==> src/rtl/bin2bcd_seq.sv <==
// Sequential binary-to-BCD converter (shift-and-add-3), one operand bit per clock.
// Latency: BIN_W cycles from accepting edge to done; one conversion per BIN_W+2 cycles.
// Backpressure: none; start is honoured only in IDLE, ignored (not queued) while busy.
module bin2bcd_seq #(
   parameter int BIN_W  = 16,
   parameter int DIGITS = 5,
   parameter int SIGNED = 0
) (
   input  logic                  clk,
   input  logic                  rst,
   input  logic                  start,
   input  logic [BIN_W-1:0]      bin_in,
   output logic                  busy,
   output logic                  done,
   output logic [4*DIGITS-1:0]   bcd_out,
   output logic                  sign_out,
   output logic                  overflow
);

   localparam int BCD_W = 4 * DIGITS;
   localparam int CNT_W = $clog2(BIN_W + 1);

   typedef enum logic [1:0] {IDLE, SHIFT, DONE} state_t;

   state_t             state, state_nxt;
   logic               load, shift_en, finish;
   logic [BIN_W-1:0]   bin_reg;
   logic [BCD_W-1:0]   acc, acc_adj, acc_nxt;
   logic               ovf_acc, ovf_nxt;
   logic               sign_reg;
   logic [CNT_W-1:0]   cnt;
   logic               neg;
   logic [BIN_W-1:0]   mag;

   // Two's-complement magnitude; the most negative value maps to 2^(BIN_W-1) exactly
   assign neg = (SIGNED != 0) && bin_in[BIN_W-1];
   assign mag = neg ? (~bin_in + BIN_W'(1)) : bin_in;

   always_comb begin
      acc_adj = acc;
      for (int d = 0; d < DIGITS; d++) begin
         if (acc[4*d +: 4] >= 4'd5)
            acc_adj[4*d +: 4] = acc[4*d +: 4] + 4'd3;
      end
   end

   assign acc_nxt = {acc_adj[BCD_W-2:0], bin_reg[BIN_W-1]};
   assign ovf_nxt = ovf_acc | acc_adj[BCD_W-1];
   assign busy    = (state != IDLE);

   always_ff @(posedge clk or negedge rst) begin
      if (!rst)
         state <= IDLE;
      else
         state <= state_nxt;
   end

   always_comb begin
      state_nxt = state;
      load      = 1'b0;
      shift_en  = 1'b0;
      finish    = 1'b0;
      case (state)
         IDLE: begin
            if (start) begin
               load      = 1'b1;
               state_nxt = SHIFT;
            end
         end
         SHIFT: begin
            shift_en = 1'b1;
            if (cnt == CNT_W'(1)) begin
               finish    = 1'b1;
               state_nxt = DONE;
            end
         end
         DONE:    state_nxt = IDLE;
         default: state_nxt = IDLE;
      endcase
   end

   always_ff @(posedge clk or negedge rst) begin
      if (!rst) begin
         bin_reg  <= '0;
         acc      <= '0;
         ovf_acc  <= 1'b0;
         sign_reg <= 1'b0;
         cnt      <= '0;
         done     <= 1'b0;
         bcd_out  <= '0;
         sign_out <= 1'b0;
         overflow <= 1'b0;
      end else begin
         done <= finish;
         if (load) begin
            bin_reg  <= mag;
            acc      <= '0;
            ovf_acc  <= 1'b0;
            sign_reg <= neg;
            cnt      <= CNT_W'(BIN_W);
         end else if (shift_en) begin
            bin_reg <= {bin_reg[BIN_W-2:0], 1'b0};
            acc     <= acc_nxt;
            ovf_acc <= ovf_nxt;
            cnt     <= cnt - CNT_W'(1);
         end
         // Results are published only on the completing edge and held otherwise
         if (finish) begin
            bcd_out  <= acc_nxt;
            overflow <= ovf_nxt;
            sign_out <= sign_reg;
         end
      end
   end

endmodule

==> config.mk <==
export PLATFORM = sky130hd
export DESIGN_NAME = bin2bcd_seq
export DESIGN_NICKNAME = d
export VERILOG_FILES = /design/src/rtl/bin2bcd_seq.sv
export SDC_FILE = /design/constraint.sdc
export NUM_CORES = 1
export LEC_CHECK = 0
export ABC_AREA = 1
export BUFFER_PORTS_ARGS = -buffer_cell sky130_fd_sc_hd__buf_2
export CAP_MARGIN = 30
export CORE_UTILIZATION = 51
export CTS_CLUSTER_SIZE = 16
export DETAILED_ROUTE_END_ITERATION = 10
export GPL_ROUTABILITY_DRIVEN = 0
export HOLD_SLACK_MARGIN = 0.12
export PLACE_DENSITY_LB_ADDON = 0.15
export SYNTH_ARGS = -nofsm -noshare
export SYNTH_HDL_FRONTEND = slang
export SYNTH_SLANG_ARGS = --single-unit
==> constraint.sdc <==
create_clock -name clk -period 1.37 [get_ports clk]
set_input_delay 0.2055 -clock clk [delete_from_list [all_inputs] [get_ports clk]]
set_output_delay 0.2055 -clock clk [all_outputs]
set_load 0.03 [all_outputs]
# Word-level counts from Yosys, hierarchy flattened
# Index checks and enable logic that the tools add are counted.
dict set report op_classes {
  div_mod_pow 0
  n_shift 0
  bitwise_logic 1
  reduce_logical 4
  addsub 6
  n_eq_ne 4
  multipliers 0
  n_mux 21
  n_lt_le_gt_ge 5
}
# cell count
set ops {}
lappend ops {{$mux W20} 2}
lappend ops {{$mux W16} 2}
lappend ops {{$add A4 B2 Y4 const B} 5}
lappend ops {{$ge A4 B3 Y1 const B} 5}
lappend ops {{$mux W4} 5}
lappend ops {{$mux W5} 2}
lappend ops {{$mux W1} 7}
lappend ops {{$eq A5 B1 Y1 const B} 1}
lappend ops {{$sub A5 B1 Y5 const B} 1}
lappend ops {{$mux W2} 2}
lappend ops {{$ne A2 B2 Y1 const B} 2}
lappend ops {{$pmux W2 S2} 1}
lappend ops {{$reduce_bool A2 Y1} 2}
lappend ops {{$eq A2 B1 Y1 const B} 1}
lappend ops {{$logic_not A2 Y1} 1}
lappend ops {{$reduce_and A2 Y1} 1}
lappend ops {{$or A1 B1 Y1} 1}
dict set report totals {
  memories 0
  input_bits 19
  rom_bits 0
  word_cells 49
  ram_bits 0
  latch_bits 0
  reg_bits 66
}

# Depth between registers and ports, before layout
# Gate-level depths: netlist of run 1.
dict set report logic_depth {
  depth_word 5
  ltp_mapped 10
}

# Worst setup path after synthesis of run 1
# OpenSTA, ideal clock, no wires.
dict set report synth_path {
  path_kind {register -> register}
  start {register acc[0]}
  end {register acc[1]}
  period_less_slack_ns 1.302
  slack_ns 0.068
  setup_ns 0.065
  arrival_time_ns 1.237
  path_stages_with_launch 9
  n_path_buf 0
  cell_sequence {dfrtp_1 > inv_1 > ha_1 > inv_1 > o21ai_0 > nand2_1 > nand2_1 > nand3_1 > nand2_1}
}
dict set report synth_between {
  elab_chain_cells 4
  elab_cells_between_ends 5
  classes_between {add/sub: 1; order compare: 1; mux: 3}
}
# item line_no
set synth_lines {}
lappend synth_lines {{from (decl)} 28} ;# logic [BCD_W-1:0] acc, acc_adj, acc_nxt;
lappend synth_lines {{from (signal assigned)} 103} ;# acc <= acc_nxt;
lappend synth_lines {{$add A4 B2 Y4 or $ge A4 B3 Y1 (tied branches)} {43, 42}}
lappend synth_lines {{$mux W4 (*)} 42} ;# if (acc[4*d +: 4] >= 4'd5)
lappend synth_lines {{$mux W20 (*)} 101} ;# end else if (shift_en) begin
lappend synth_lines {{$mux W20 (*)} 95} ;# if (load) begin
# Mark *: on every way between the ends. The rest lies on a longest branch, timed or not. The select of a mux whose other input is x is not followed.
# A chain may end at the register's enable or synchronous reset.

# Final worst setup path of run 1
dict set report layout_path {
  start {register acc[12]}
  end {register acc[15]}
}
# The elaborated chain is that of the path after synthesis.

==> flow_summary_export.csv, run 1 <==
group,metric,value,unit
status,outcome,"finished, final reports clean",
global_routing,globalRouteTotalUtil,23.6,%
floorplanning,row_count,28,
floorplanning,io-pin-count,43,
clock_tree,clk_latency,0.34,ns
global_routing,grt_pass1_vias,2717,
clock_tree,path_clk_slew,0.07,ns
run,drv_cap,0,
routing,wirelength,7330,µm
logic_synthesis,synth_warnings,0,
placement,dpl_worst_slack,-0.0593,ns
logic_synthesis,synth.distinct_cells,22,
logic_synthesis,syn_avg_cell_area,8.15,µm²
floorplanning,dieArea,0.00654,mm²
worst_setup_path,cp_max_fo,4,
logic_synthesis,ys_seq_elements,66,
timing,setup_slack,0.0594,ns
worst_setup_path,worst_setup_path_start_kind,"flip-flop",
timing,hold_viol,0,
power,p_per_area,2500,mW/mm²
worst_setup_path,crit_type,"flip-flop to flip-flop",
logic_synthesis,syn_inst,389,
placement,placed_area,0.00357,mm²
global_routing,grt_pass1_wl,11700,µm
logic_synthesis,netlist_area,0.00317,mm²
power,peakVddDrop,1.30,mV
routing,wire_per_inst,13.3,µm
floorplanning,start_util,53.2,%
placement,dp_hpwl,4230,µm
clock_tree,cts_max_path_buffers,2,
timing,slew_viol_final,0,
timing,clock_skew,0.00534,ns
clock_tree,cts_sinks,66,
global_routing,grt_max_degree,67,
global_routing,antenna_found_initial,0,
worst_setup_path,end_kind,"flip-flop",
power,p_leak,2.17,nW
worst_setup_path,path_cells,"inv_2, ha_4, inv_2, buf_4, a21oi_2, a21oi_2, nand2_1, o21ai_0",
routing,viasPerCell,5.18,
clock_tree,root_buffer,"clkbuf_8",
worst_setup_path,critPathSlowestCell,"dfrtp_1",
layout,final_cell_mix,"nand2_1, dfrtp_1, nand3_1",
layout,syn_to_final_growth,31.1,%
floorplanning,die_y,80.8,µm
power,power.total,10.4,mW
routing,drc,0,
layout,fill_cells,496,
worst_setup_path,slowest_delay,0.42,ns
worst_setup_path,worst-endpoint-arrival,1.52,ns
floorplanning,core_area,0.00596,mm²
worst_setup_path,worst_ep_required_time,1.58,ns
routing,drtAntennaViolNets,0,
timing,hold_slack,0.127,ns
timing,setup_viol,0,
worst_setup_path,crit_family,"flip-flops",
layout,layout-drive-gt1-share,29.6,%
placement,io_buffers,41,
layout,layout_commonest_cell,"nand2_1",
clock_tree,htreeDepth,3,
layout,nets,504,
layout,finalInstanceArea,0.00416,mm²
logic_synthesis,seq_area_frac_synth,52.1,%
routing,drt_pass1_iterations,4,
placement,placed_cells,512,
layout,n_antenna_cell,0,
routing,drtIter0Drc,126,
global_routing,overflow,0,
min_path,hp-class,"input port to flip-flop",
timing,fmax,763,MHz
logic_synthesis,syn_nets,420,
routing,num_vias,2860,
floorplanning,die_w,80.8,µm
worst_setup_path,worst-path-buf-inv,3,
timing,min_period_over_period,95.7,%
layout,stdcell_count,552,
timing,rsz0062_at_grt,"true",
clock_tree,cts_tree,"done",
clock_tree,cts_buffers,9,
timing,min_period,1.31,ns
[repair_timing]
| action | in CTS | in global routing |
|---|---|---|
| hold endpoints to repair | 80 | 0 |
| buffers inserted | 1 | 7 |
| setup endpoints to repair | 27 | 37 |
| resized for setup | 5 | 65 |
| gates cloned | 0 | 2 |
| hold buffers | 15 | 0 |
| pin swaps | 0 | 15 |
[worst register-to-register path: cells and delay by family, from the launching register on]
kind,cells,cell delay [ns]
fa+ha+maj,1,0.13
buf+inv,3,0.27
simple gates,1,0.08
compound gates,3,0.28
flops,1,0.42
[kinds of logic (layout without fill, tap and decap cells)]
| group | Yosys count | after routing | synth area share (%) |
|---|---|---|---|
| buffers and inverters | 48 | 136 | 6.91 |
| AO/OA/AOI/OAI | 40 | 40 | 7.02 |
| flip-flops | 66 | 66 | 52.1 |
| AND/OR/NAND/NOR | 222 | 222 | 29.1 |
| other | 1 | 1 | 0.118 |
| adder cells (fa/ha/maj) | 12 | 12 | 4.74 |
[layout make-up]
type | count | area (µm²) | area share, %
Clock buffer | 12 | 155 | 3.73
Clock inverter | 3 | 15.0 | 0.361
Inverter | 35 | 144 | 3.46
Multi-Input combinational cell | 275 | 1470 | 35.3
Sequential cell | 66 | 1650 | 39.7
Tap cell | 75 | 93.8 | 2.26
Timing Repair Buffer | 85 | 622 | 15.0
Timing Repair inverter | 1 | 6.26 | 0.151
[metal layers]
metal,vias to the layer above,GRT usage [%],part of all wire (%)
met5,-,0,0
met4,0,8.39,1.3
met3,11,5.39,3.9
met2,62,39.7,48
met1,1366,29.8,46
li1,1421,-,-
[path summary, 6_finish.rpt]
check	startpoint	to	slack [ns]	cells after the start
min in group asynchronous	rst	ovf_acc$_DFFE_PN0P_	0.39	3
worst min-delay path	bin_in[15]	bin_reg[15]$_DFFE_PN0P_	0.13	3
worst max register to register	acc[12]$_DFFE_PN0P_	acc[15]$_DFFE_PN0P_	0.06	8
max in group asynchronous	rst	acc[11]$_DFFE_PN0P_	0.67	3
worst min register to register	bcd_out[18]$_DFFE_PN0P_	bcd_out[18]$_DFFE_PN0P_	0.47	2
worst max-delay path	acc[12]$_DFFE_PN0P_	acc[15]$_DFFE_PN0P_	0.06	8
[cell usage after synthesis]
| cell | n | share of area, % |
|---|---|---|
| nor2_1 | 3 | 0.36 |
| dfrtp_1 | 66 | 52 |
| o22ai_1 | 3 | 0.59 |
| o21ai_2 | 1 | 0.28 |
| buf_2 | 4 | 0.63 |
| buf_4 | 5 | 1.2 |
| nor2_4 | 1 | 0.36 |
| a21oi_1 | 11 | 1.7 |
| inv_1 | 31 | 3.7 |
| inv_2 | 4 | 0.47 |
| clkbuf_1 | 1 | 0.12 |
| nand2_1 | 158 | 19 |
| o211ai_1 | 6 | 1.4 |
| ha_1 | 12 | 4.7 |
| buf_6 | 2 | 0.71 |
| o21ai_0 | 19 | 3.0 |
| nand3_1 | 57 | 9.0 |
| conb_1 | 1 | 0.12 |
| nand4_1 | 1 | 0.20 |
| nand3_2 | 1 | 0.32 |
| buf_1 | 1 | 0.12 |
| nor2_2 | 1 | 0.20 |
[report_power, final]
part           total, mW  switching, mW  internal, mW
clock               1.47          0.736         0.737
combinational       5.48           3.43          2.05
sequential          3.46          0.618          2.84
[per-stage QoR]
stage / util (%) / TNS, ns
finish: 69.8 / 0
global route: 69.8 / -0.210
CTS: 65.5 / 0
detailed placement: 59.9 / -0.682
global placement: 59.9 / 0
floorplan: - / 0
Power figures use the tool's default switching activity.
==> run 2, diff against run 1 <==
Settings changed: BUFFER_PORTS_ARGS -buffer_cell sky130_fd_sc_hd__buf_2 to -buffer_cell sky130_fd_sc_hd__clkbuf_2.
==> flow_summary_export.csv, run 2 (same netlist as run 1, synthesis figures left out) <==
group,metric,value,unit
worst_setup_path,end_kind,"flip-flop",
routing,highest-signal-layer,"met4",
timing,min_period_over_period,98.7,%
layout,final_cell_mix,"nand2_1, dfrtp_1, nand3_1",
worst_setup_path,crit_type,"flip-flop to flip-flop",
worst_setup_path,worst_setup_path_start_kind,"flip-flop",
floorplanning,row_count,28,
min_path,hold_path_depth,4,
routing,met1_length,3440,µm
worst_setup_path,r2r_slack,0.02,ns
status,outcome,"finished, final reports clean",
run,drv_cap,0,
routing,wire_per_inst,13.4,µm
global_routing,grt_pass1_wl,11500,µm
placement,dp_hpwl,4240,µm
floorplanning,core_area,0.00596,mm²
clock_tree,cts_sinks,66,
clock_tree,cts_max_path_buffers,2,
worst_setup_path,reg2regPathDepth,8,
power,power.switching,4.85,mW
placement,placed_area,0.00357,mm²
timing,min_period,1.35,ns
timing,setup_slack,0.0182,ns
routing,wirelength,7520,µm
min_path,hp-class,"input port to flip-flop",
global_routing,grt_max_degree,67,
min_path,worstHoldStart,"start",
placement,io_buffers,41,
routing,drtAntennaViolNets,0,
min_path,holdPathEnd,"cnt[2]$_DFFE_PN0P_",
timing,slew_viol_final,0,
floorplanning,dieArea,0.00654,mm²
timing,rsz0062_at_grt,"true",
clock_tree,cts_tree,"done",
global_routing,overflow,0,
layout,fill_cells,494,
placement,dpl_worst_slack,-0.0992,ns
routing,drc,0,
global_routing,globalRouteTotalUtil,23.4,%
worst_setup_path,cp_max_fo,4,
worst_setup_path,worst-endpoint-arrival,1.65,ns
power,p_int,5.96,mW
routing,drtIter0Drc,99,
placement,placed_cells,515,
floorplanning,io-pin-count,43,
layout,layout_commonest_cell,"nand2_1",
worst_setup_path,rr_endpoint,"bcd_out[14]$_DFFE_PN0P_",
timing,finalSetupTns,0,ns
global_routing,antenna_found_initial,0,
timing,setup_viol,0,
global_routing,grt_pass1_vias,2684,
power,p_sw_share,44.9,%
layout,layout-drive-gt1-share,29.1,%
timing,hold_viol,0,
timing,clock_skew,0.00735,ns
power,p_leak,2.21,nW
power,peakVddDrop,1.26,mV
routing,wl_met2,3670,µm
routing,wl_met3,259,µm
clock_tree,clk_latency,0.36,ns
clock_tree,cts_buffers,9,
floorplanning,die_y,80.8,µm
power,p_clk_share,16.8,%
routing,num_vias,2888,
worst_setup_path,r2r-start,"acc[12]$_DFFE_PN0P_",
clock_tree,root_buffer,"clkbuf_8",
layout,n_antenna_cell,0,
clock_tree,path_clk_slew,0.07,ns
clock_tree,htreeDepth,3,
floorplanning,start_util,53.2,%
layout,finalInstanceArea,0.00424,mm²
power,p_comb_share,51.0,%
power,power_frac_seq,32.2,%
power,p_per_area,2550,mW/mm²
layout,stdcell_count,560,
layout,nets,511,
layout,syn_to_final_growth,33.8,%
timing,fmax,740,MHz
worst_setup_path,worst_ep_required_time,1.67,ns
routing,viasPerCell,5.16,
routing,drt_pass1_iterations,4,
floorplanning,die_w,80.8,µm
-- run 2: cell count changes in the layout (fill, tap and decap cells not counted), moves of 6 or more --
| cell | change |
|---|---|
| buf_4 | +6 |
| buf_2 | -41 |
| nand2_2 | -6 |
| nand2_1 | +6 |
| clkbuf_2 | +41 |
-- run 2: worst max-delay path, cell delays in order (launching register included) --
cell	delay (ns)
dfrtp_1	0.43
inv_1	0.10
ha_1	0.17
inv_2	0.05
o21ai_2	0.17
nand2_2	0.11
nand2_1	0.11
nand3_2	0.09
nand2_1	0.07
-- run 2: repair_timing --
| item | 4_1_cts | 5_1_grt |
|---|---|---|
| setup buffers | 2 | 7 |
| endpoints found under the setup margin | 33 | 39 |
| endpoints found under the hold margin | 82 | 0 |
| pin swaps | 0 | 15 |
| gates cloned | 0 | 3 |
| resized for setup | 6 | 57 |
| hold buffers | 17 | 0 |
-- run 2: power by group through the flow --
stage               Clock, mW  Sequential [mW]  Combinational, mW
floorplan                   0             3.86               2.84
global placement            0             3.41               4.53
detailed placement          0             3.43               4.64
CTS                      1.82             3.40               4.78
global route             1.92             3.59               6.17
finish                   1.81             3.48               5.52
-- run 2: metal layers --
metal	track usage [%]	vias to the layer above
li1	-	1431
met5	0	-
met2	39.2	64
met1	28.2	1378
met4	12.5	0
met3	4.94	15
-- run 2: layout make-up --
type / count / area (µm²) / area share, %
Sequential cell: 66 / 1650 / 38.9
Multi-Input combinational cell: 275 / 1470 / 34.5
Clock inverter: 6 / 80.1 / 1.89
Timing Repair Buffer: 92 / 667 / 15.7
Clock buffer: 10 / 138 / 3.24
Inverter: 35 / 141 / 3.33
Tap cell: 75 / 93.8 / 2.21
Timing Repair inverter: 1 / 6.26 / 0.147
-- run 2: worst max-delay path by stage --
stage	depth (start not counted)	start	slack, ns	endpoint
2_1_floorplan	8	acc[0]$_DFFE_PN0P_	0.07	acc[1]$_DFFE_PN0P_
3_3_place_gp	8	acc[12]$_DFFE_PN0P_	-0.06	bcd_out[14]$_DFFE_PN0P_
3_5_place_dp	8	acc[0]$_DFFE_PN0P_	-0.1	acc[1]$_DFFE_PN0P_
4_1_cts	8	acc[12]$_DFFE_PN0P_	-0.003	bcd_out[14]$_DFFE_PN0P_
5_1_grt	8	acc[16]$_DFFE_PN0P_	-0.05	acc[17]$_DFFE_PN0P_
6_report	8	acc[12]$_DFFE_PN0P_	0.02	bcd_out[14]$_DFFE_PN0P_
-- run 2: metrics by stage --
stage                     hold slack [ns]  util, %  power, mW
after detailed placement            0.252     59.9       8.08
final                               0.230     71.2       10.8
after CTS                           0.228     66.7       10.0
after global routing                0.261     71.2       11.7
after floorplan                   -0.0901        -       6.70
after global placement              0.255     59.9       7.93
